**src/rtl/cdb_multi.sv**
```systemverilog
// Multi-lane common data bus: per-unit FIFOs, round-robin grant of up to NUM_CDB heads per cycle, registered broadcast.
// Latency is 2 cycles from accept to cdb_valid. fu_ready is per-unit FIFO space, with no same-cycle dequeue credit.

module cdb_fifo #(
  parameter int W     = 8,
  parameter int DEPTH = 2
) (
  input  logic         clock,
  input  logic         reset,
  input  logic         flush,
  input  logic         push,
  input  logic [W-1:0] push_dat,
  input  logic         pop,
  output logic [W-1:0] head_dat,
  output logic         empty,
  output logic         ready
);
  localparam int PW = (DEPTH > 1) ? $clog2(DEPTH) : 1;
  localparam int CW = $clog2(DEPTH + 1);

  logic [W-1:0]  mem [DEPTH];
  logic [PW-1:0] head;
  logic [PW-1:0] tail;
  logic [CW-1:0] count;
  logic          do_push;
  logic          do_pop;

  function automatic logic [PW-1:0] wrap_inc(input logic [PW-1:0] p);
    return (p == PW'(DEPTH - 1)) ? '0 : p + 1'b1;
  endfunction

  assign do_push  = push && !flush;
  assign do_pop   = pop && !flush;
  assign ready    = (count != CW'(DEPTH));
  assign empty    = (count == '0);
  assign head_dat = mem[head];

  always_ff @(posedge clock or posedge reset) begin
    if (reset) begin
      head  <= '0;
      tail  <= '0;
      count <= '0;
    end else if (flush) begin
      head  <= '0;
      tail  <= '0;
      count <= '0;
    end else begin
      if (do_push) tail <= wrap_inc(tail);
      if (do_pop)  head <= wrap_inc(head);
      unique case ({do_push, do_pop})
        2'b10:   count <= count + 1'b1;
        2'b01:   count <= count - 1'b1;
        default: ;
      endcase
    end
  end

  // Storage is only read when non-empty, so it carries no reset.
  always_ff @(posedge clock) begin
    if (do_push) mem[tail] <= push_dat;
  end
endmodule

module cdb_multi #(
  parameter int NUM_FU    = 4,
  parameter int NUM_CDB   = 2,
  parameter int BUF_DEPTH = 2,
  parameter int XLEN      = 32,
  parameter int PRF_LEN   = 6,
  parameter int ROB_LEN   = 5,
  parameter int AUX_W     = 36
) (
  input  logic                                clock,
  input  logic                                reset,
  input  logic                                flush,
  input  logic [NUM_FU-1:0]                   fu_valid,
  output logic [NUM_FU-1:0]                   fu_ready,
  input  logic [NUM_FU*XLEN-1:0]              fu_value,
  input  logic [NUM_FU*PRF_LEN-1:0]           fu_prf_idx,
  input  logic [NUM_FU*ROB_LEN-1:0]           fu_rob_idx,
  input  logic [NUM_FU*XLEN-1:0]              fu_PC,
  input  logic [NUM_FU*AUX_W-1:0]             fu_aux,
  output logic [NUM_CDB-1:0]                  cdb_valid,
  output logic [NUM_CDB*XLEN-1:0]             cdb_value,
  output logic [NUM_CDB*PRF_LEN-1:0]          cdb_prf_idx,
  output logic [NUM_CDB*ROB_LEN-1:0]          cdb_rob_idx,
  output logic [NUM_CDB*XLEN-1:0]             cdb_PC,
  output logic [NUM_CDB*AUX_W-1:0]            cdb_aux,
  output logic [NUM_CDB*$clog2(NUM_FU)-1:0]   cdb_src
);
  localparam int SRC_W = $clog2(NUM_FU);

  typedef struct packed {
    logic [XLEN-1:0]    value;
    logic [PRF_LEN-1:0] prf_idx;
    logic [ROB_LEN-1:0] rob_idx;
    logic [XLEN-1:0]    pc;
    logic [AUX_W-1:0]   aux;
  } result_t;

  result_t              fu_res   [NUM_FU];
  result_t              head_res [NUM_FU];
  logic [NUM_FU-1:0]    fifo_empty;
  logic [NUM_FU-1:0]    fifo_push;
  logic [NUM_FU-1:0]    fifo_pop;

  logic [SRC_W-1:0]     rr_ptr;
  logic [SRC_W-1:0]     rr_next;
  logic [SRC_W-1:0]     grant_src [NUM_CDB];
  logic [NUM_CDB-1:0]   grant_vld;

  result_t              lane_res [NUM_CDB];
  logic [SRC_W-1:0]     lane_src [NUM_CDB];

  for (genvar i = 0; i < NUM_FU; i++) begin : g_fu
    assign fu_res[i] = '{
      value:   fu_value[i*XLEN +: XLEN],
      prf_idx: fu_prf_idx[i*PRF_LEN +: PRF_LEN],
      rob_idx: fu_rob_idx[i*ROB_LEN +: ROB_LEN],
      pc:      fu_PC[i*XLEN +: XLEN],
      aux:     fu_aux[i*AUX_W +: AUX_W]
    };
    assign fifo_push[i] = fu_valid[i] && fu_ready[i];

    cdb_fifo #(
      .W     ($bits(result_t)),
      .DEPTH (BUF_DEPTH)
    ) u_fifo (
      .clock    (clock),
      .reset    (reset),
      .flush    (flush),
      .push     (fifo_push[i]),
      .push_dat (fu_res[i]),
      .pop      (fifo_pop[i]),
      .head_dat (head_res[i]),
      .empty    (fifo_empty[i]),
      .ready    (fu_ready[i])
    );
  end

  // Scan from rr_ptr; the k-th non-empty unit found goes to lane k.
  always_comb begin
    int n;
    int idx;
    grant_vld = '0;
    fifo_pop  = '0;
    rr_next   = rr_ptr;
    n         = 0;
    idx       = 0;
    for (int j = 0; j < NUM_CDB; j++) grant_src[j] = '0;
    for (int k = 0; k < NUM_FU; k++) begin
      idx = int'(rr_ptr) + k;
      if (idx >= NUM_FU) idx = idx - NUM_FU;
      if (!fifo_empty[idx] && n < NUM_CDB) begin
        grant_src[n] = SRC_W'(idx);
        grant_vld[n] = 1'b1;
        fifo_pop[idx] = 1'b1;
        rr_next = (idx == NUM_FU - 1) ? '0 : SRC_W'(idx + 1);
        n = n + 1;
      end
    end
  end

  always_ff @(posedge clock or posedge reset) begin
    if (reset) begin
      rr_ptr    <= '0;
      cdb_valid <= '0;
      for (int j = 0; j < NUM_CDB; j++) begin
        lane_res[j] <= '0;
        lane_src[j] <= '0;
      end
    end else if (flush) begin
      rr_ptr    <= '0;
      cdb_valid <= '0;
      for (int j = 0; j < NUM_CDB; j++) begin
        lane_res[j] <= '0;
        lane_src[j] <= '0;
      end
    end else begin
      rr_ptr    <= rr_next;
      cdb_valid <= grant_vld;
      for (int j = 0; j < NUM_CDB; j++) begin
        lane_res[j] <= grant_vld[j] ? head_res[grant_src[j]] : '0;
        lane_src[j] <= grant_vld[j] ? grant_src[j] : '0;
      end
    end
  end

  for (genvar j = 0; j < NUM_CDB; j++) begin : g_lane
    assign cdb_value[j*XLEN +: XLEN]         = lane_res[j].value;
    assign cdb_prf_idx[j*PRF_LEN +: PRF_LEN] = lane_res[j].prf_idx;
    assign cdb_rob_idx[j*ROB_LEN +: ROB_LEN] = lane_res[j].rob_idx;
    assign cdb_PC[j*XLEN +: XLEN]            = lane_res[j].pc;
    assign cdb_aux[j*AUX_W +: AUX_W]         = lane_res[j].aux;
    assign cdb_src[j*SRC_W +: SRC_W]         = lane_src[j];
  end
endmodule

```
**config.mk**
```make
export PLATFORM = sky130hd
export DESIGN_NAME = cdb_multi
export DESIGN_NICKNAME = d
export VERILOG_FILES = /design/src/rtl/cdb_multi.sv
export SDC_FILE = /design/constraint.sdc
export NUM_CORES = 2
export LEC_CHECK = 0
export ABC_AREA = 1
export CAP_MARGIN = 40
export CORE_MARGIN = 2
export CORE_UTILIZATION = 40
export CTS_BUF_LIST = sky130_fd_sc_hd__clkbuf_8
export DETAILED_ROUTE_END_ITERATION = 12
export PLACE_DENSITY = 0.61
export SLEW_MARGIN = 20
export SYNTH_ARGS = -nofsm -noshare
export SYNTH_HDL_FRONTEND = slang
export SYNTH_SLANG_ARGS = --single-unit
```
**constraint.sdc**
```tcl
create_clock -name clock -period 11.8 [get_ports clock]
set_input_delay 2.36 -clock clock [delete_from_list [all_inputs] [get_ports clock]]
set_output_delay 2.36 -clock clock [all_outputs]
set_load 0.005 [all_outputs]
```
# Word-level counts from Yosys, hierarchy flattened
# Memory sizes are Yosys's and may differ from the RTL's.
# Cells that the tools add are included.
# W data, S select, Z words.
# op_classes
addsub	29
magnitude_cmp	29
n_eq_ne	17
mux	116
n_bitwise	11
reduce_logical	45
# ops
operator	count
$mux W111	6
$bmux W111 S2	2
$ge A32 B1 Y1 const B	7
$mux W222	1
$lt A32 B3 Y1 const B	6
$mux W32	6
$eq A32 B3 Y1 const B	4
$lt A32 B4 Y1 const B	4
$ge A32 B2 Y1 const B	3
$lt A32 B1 Y1 const B	3
$not A32 Y32	3
$add A32 B2 Y32 const B	2
$mux W1	49
$mux W2	23
$mux W4	8
$logic_and A1 B1 Y1	25
$pmux W2 S2	4
$reduce_bool A2 Y1	8
$ge A3 B3 Y1 const B	5
$bwmux W4	3
$or A4 B4 Y4	3
$reduce_bool A3 Y1	4
$sub A3 B3 Y4 const B	3
$add A1 B1 Y1 const B	8
20 further kinds	57
# totals
ff_bits	246
ram_bits	888
in_bits	451
output_inout_bits	232
elab_cells	277
n_memories	4
# memory_table
memory	depth	word_bits	rd	rd_clocked_by_memory_dff	write_ports	line_no	source
g_fu[0].u_fifo.mem	2	111	1	0	1	21	logic [W-1:0] mem [DEPTH];
g_fu[1].u_fifo.mem	2	111	1	0	1	21	
g_fu[2].u_fifo.mem	2	111	1	0	1	21	
g_fu[3].u_fifo.mem	2	111	1	0	1	21	

# Depth between registers and ports, before layout
# depth
ltp_word	25
depth_mapped	22
ltp_nobuf	18

# Cells and area by module
# Synthesis repeated with hierarchy kept, for this count alone.
# unflattened
cells_unflattened	4334
hier_area_um2	49965.4
# by_module_without_submodules
mod	instances	cells_each	area_each_um2	seq_area_each_um2
cdb_fifo	4	382	8271.7	6766.5
cdb_multi	1	2806	16878.7	5755.5

# Worst setup path after synthesis
# OpenSTA, ideal clock, no wires.
# synth_timing
path_kind	input port to flip-flop
start	input port flush
end	memory g_fu[0].u_fifo.mem[0][0] (netlist name) (enable)
setup_time_ns	0.582
arrival_ns	7.684
required_time_ns	11.218
path_slack_ns	3.534
cell_stages	5
path_buffers	2
path_cell_list	clkbuf_1 clkinv_1 clkbuf_1 nand2_1 nor2_1
# synth_between
elab_chain_len	4
# synth_lines
element	line_no	source
from (decl)	75	input logic flush,
$logic_not A1 Y1	32	assign do_push = push && !flush;
$logic_and A1 B1 Y1	32	
$mux W1	60	if (do_push) mem[tail] <= push_dat;
$mux W1 (implied by the code)	60	
to (decl)	21	
# Every way passes these cells.

# Final worst setup path
# layout_timing
start	register rr_ptr[0]
end	register lane_res, in the netlist cdb_PC[24]
# layout_between
elab_chain_len	25
word_cells_on_any_way	94
classes_between	9 x add/sub; 19 x order compare; 47 x mux; 7 x bitwise; 12 x reduce/logical
# layout_lines
element	line_no	source
from (decl)	107	logic [SRC_W-1:0] rr_ptr;
from (signal assigned)	180	rr_ptr <= rr_next;
$sub A2 B3 Y4 (tied with other cells)	153	if (idx >= NUM_FU) idx = idx - NUM_FU;
$mux W32 (tied with other cells)	153	
$bmux W1 S2 or $mux W32 (tied branches)	154, 153	
$mux W1 (implied by the code) or $bmux W1 S2 (tied branches)	154	if (!fifo_empty[idx] && n < NUM_CDB) begin
$mux W1 (implied by the code)	154	
$mux W1	154	
$lt A32 B3 Y1 or $logic_not A1 Y1 (tied branches)	154, 156	
$logic_and A1 B1 Y1	154	
[8 not listed]	n/a	
$demux W2 S1	155	grant_src[n] = SRC_W'(idx);
$bwmux W4	155	
$mux W4	154	
$not A2 Y3 (implied by the code)	183	lane_res[j] <= grant_vld[j] ? head_res[grant_src[j]] : '0;
$bmux W111 S2	183	
$mux W111 (implied by the code) (2 in a row)	183	
$mux W111 (*)	183	
$mux W222 (*)	172	end else if (flush) begin
to (signal, indexed assignment)	183	
to (decl)	112	result_t lane_res [NUM_CDB];
# Mark *: on every way between the ends. The rest lies on a longest branch, timed or not. The select of a mux whose other input is x is not followed.
# A chain may end at the register's enable or synchronous reset.

==> flow_summary.ini <==
[detailed_routing]
drc = 0
firstDrtPassIters = 6
routedWlPerCell_um = 26.96
routed_wirelength_um = 199200
vias_per_cell = 5.349
dr.first_iter.drc_count = 5662
vias = 39520
ant_nets = 0

[timing]
rsz0062_at_grt = false
tightest_slew_ns = 0.9521
slew_headroom = 0.3585
period_needed_ns = 5.609
hold_violations = 0
skew_ns = 0.05063
finalSetupTns_ns = 0
final_max_slew_viol_count = 0
max_freq_ghz = 0.1783
finalSetupViolCount = 0
fin_crit_sh = 0.4753

[final_layout]
drive_gt1_frac = 0.07955
mostFrequentLayoutCell = nand2_1
mostFrequentLayoutCells = nand2_1, edfxtp_1, clkdlybuf4s50_1, nand3_1, nor2_1
area_growth_pct = 24.70
fill_cells = 11180
nets = 6016

[clock_network]
cts_tree = done
post_cts_buffers = 0
clock_sinks = 1134
cts_resized = 0
root_buffer = clkbuf_8
htree_levels = 4
numCtsBuffers = 189
cts_buffer_depth = 3
clk_latency_ns = 0.93
path_clk_slew_ns = 0.06
ctsHoldBuffers = 0

[outcome]
status = complete, no violations

[grt]
gr-usage-all-layers = 0.3065
grt_pass1_wl_um = 274200
gr-total-overflow = 0
grt_max_degree = 119
antenna_found_initial = 57
grt_pass1_vias = 35850

[synthesis]
synth_edf_count = 888
avgSynthCellArea_um2 = 10.17
synth_fp_nets = 5366
yosys.area_share.xor_xnor = 0.0008780
synth_seq_area_share = 0.6581
synth_area_mm2 = 0.04988
synth_top_flop_cell = edfxtp_1
synth-compound-area-share = 0.03015
synthArstFlopShare = 0.2169
yosysWarnings = 0
ys_ff_latch = 1134
synthDistinctLibCells = 40
yosys.area_share.simple = 0.2381
muxShareOfSynthArea = 0.01907
netlist_instances = 4904
synth_fa_ha_area_frac = 0.002760
synth_top_family_by_area = simple AND/OR/NAND/NOR gates

[setup_path]
worst-path-stages = 16
cp_num_buf_inv = 4
crit_path_end = cdb_PC[24]
cp.arrival_ns = 6.39
timing.rr.start = rr_ptr[0]
worstPathRequired_ns = 12.58
reg2reg_depth = 16
start_kind = register
crit_start = rr_ptr[0]
worstPathCellList = inv_8 -> ha_1 -> inv_1 -> nand3_1 -> nand2_2 -> nand2_4 -> nand2_1 -> nor2_4 -> nand2_4 -> nand2_8 -> nand2_8 -> clkinv_2 -> buf_4 -> nand2_1 -> a21oi_1 -> nor2_1
critPathTopFamily = simple AND/OR/NAND/NOR gates
critical_path.max_stage_delay_ns = 0.75
endpoint_kind = register
critPathSlowestCell = buf_4
reg2reg_to = cdb_PC[24]
crit_fanout = 94
worstSetupPathType = reg -> reg
rrSetupSlack_ns = 6.19

[die]
num_rows = 129
start_util = 0.4034
dieArea_mm2 = 0.1275
die_h_um = 357.1
ios = 683
fp.coreArea_mm2 = 0.1236
die_w_um = 357.1

[place]
place.gp.congestion = 0.9713
port_buffers = 682
hpwl_um = 141100

[worst_hold_path]
hp-class = reg -> reg

[job]
maxCapViolCount = 0
[cells in the mapped netlist (all sizes together), types with 5 or more instances]
cell,instances,area share
dfrtp,246,0.12
xnor2,5,0.00088
edfxtp,888,0.53
nand2,1857,0.14
inv,217,0.016
nand3b,10,0.0015
clkbuf,135,0.010
a21oi,174,0.019
buf,187,0.024
nor2,321,0.025
o21ai,81,0.0082
mux2i,95,0.019
nand3,646,0.071
a21boi,15,0.0023
ha,11,0.0028
[kinds of logic (layout without fill, tap and decap cells)]
kind of cell	after synthesis	in the layout
other	0	31
AOI/OAI and AO/OA	279	279
buffers and inverters	540	1356
and+or+nand+nor	2840	2840
adders and majority gates	11	11
muxes	95	95
xor gates and xnor gates	5	5
DFF	1134	1134
[flip-flops by register name, summed over array words and instances (netlist names)]
signal             count
g_fu.u_fifo.tail       4
cdb_prf_idx           12
cdb_rob_idx           10
g_fu.u_fifo.count      8
cdb_valid              2
cdb_aux               72
g_fu.u_fifo.head       4
cdb_value             64
g_fu.u_fifo.mem      888
cdb_PC                64
rr_ptr                 2
cdb_src                4
[routing by layer]
layer / global-route usage / vias to the layer above / wire, µm
met1: 0.4617 / 18900 / 85850
met5: 0 / - / 361
li1: - / 17670 / -
met4: 0.1184 / 54 / 6849
met3: 0.1152 / 319 / 27930
met2: 0.3928 / 2571 / 78190
[cell type report]
cell class / count / area [µm²] / area share
clock inverters: 153 / 793.3 / 0.01275
inverters: 218 / 839.6 / 0.01350
multi-input cells: 3230 / 14670 / 0.2358
well taps: 1637 / 2048 / 0.03293
clock buffers: 204 / 2808 / 0.04514
repair buffers: 781 / 8124 / 0.1306
flip-flops and latches: 1134 / 32840 / 0.5280
diodes: 31 / 77.57 / 0.001247
[stage by stage]
step	worst slack (ns)	hold slack (ns)	instances	util	cell area, µm²
final	6.191	0.5504	7388	0.5030	62190
after global placement	6.148	0.5335	6954	0.4661	57630
after detailed placement	6.257	0.5403	6986	0.4709	58220
after CTS	6.227	0.5495	7343	0.5000	61820
after floorplan	2.682	0.4580	4904	-	49880
after global routing	5.876	0.5726	7374	0.5028	62160
[worst min-delay path by stage]
stage,endpoint,cells after the start,startpoint
finish,g_fu[3].u_fifo.tail,1,g_fu[3].u_fifo.tail
global route,g_fu[3].u_fifo.tail,1,g_fu[3].u_fifo.tail
CTS,g_fu[3].u_fifo.tail,1,g_fu[3].u_fifo.tail
detailed placement,g_fu[3].u_fifo.tail,1,g_fu[3].u_fifo.tail
global placement,g_fu[1].u_fifo.tail,1,g_fu[1].u_fifo.tail
floorplan,g_fu[0].u_fifo.tail,1,g_fu[0].u_fifo.tail
Power is not shown: default switching activity piles up to over one toggle a cycle in this logic, so the estimate is an artifact.
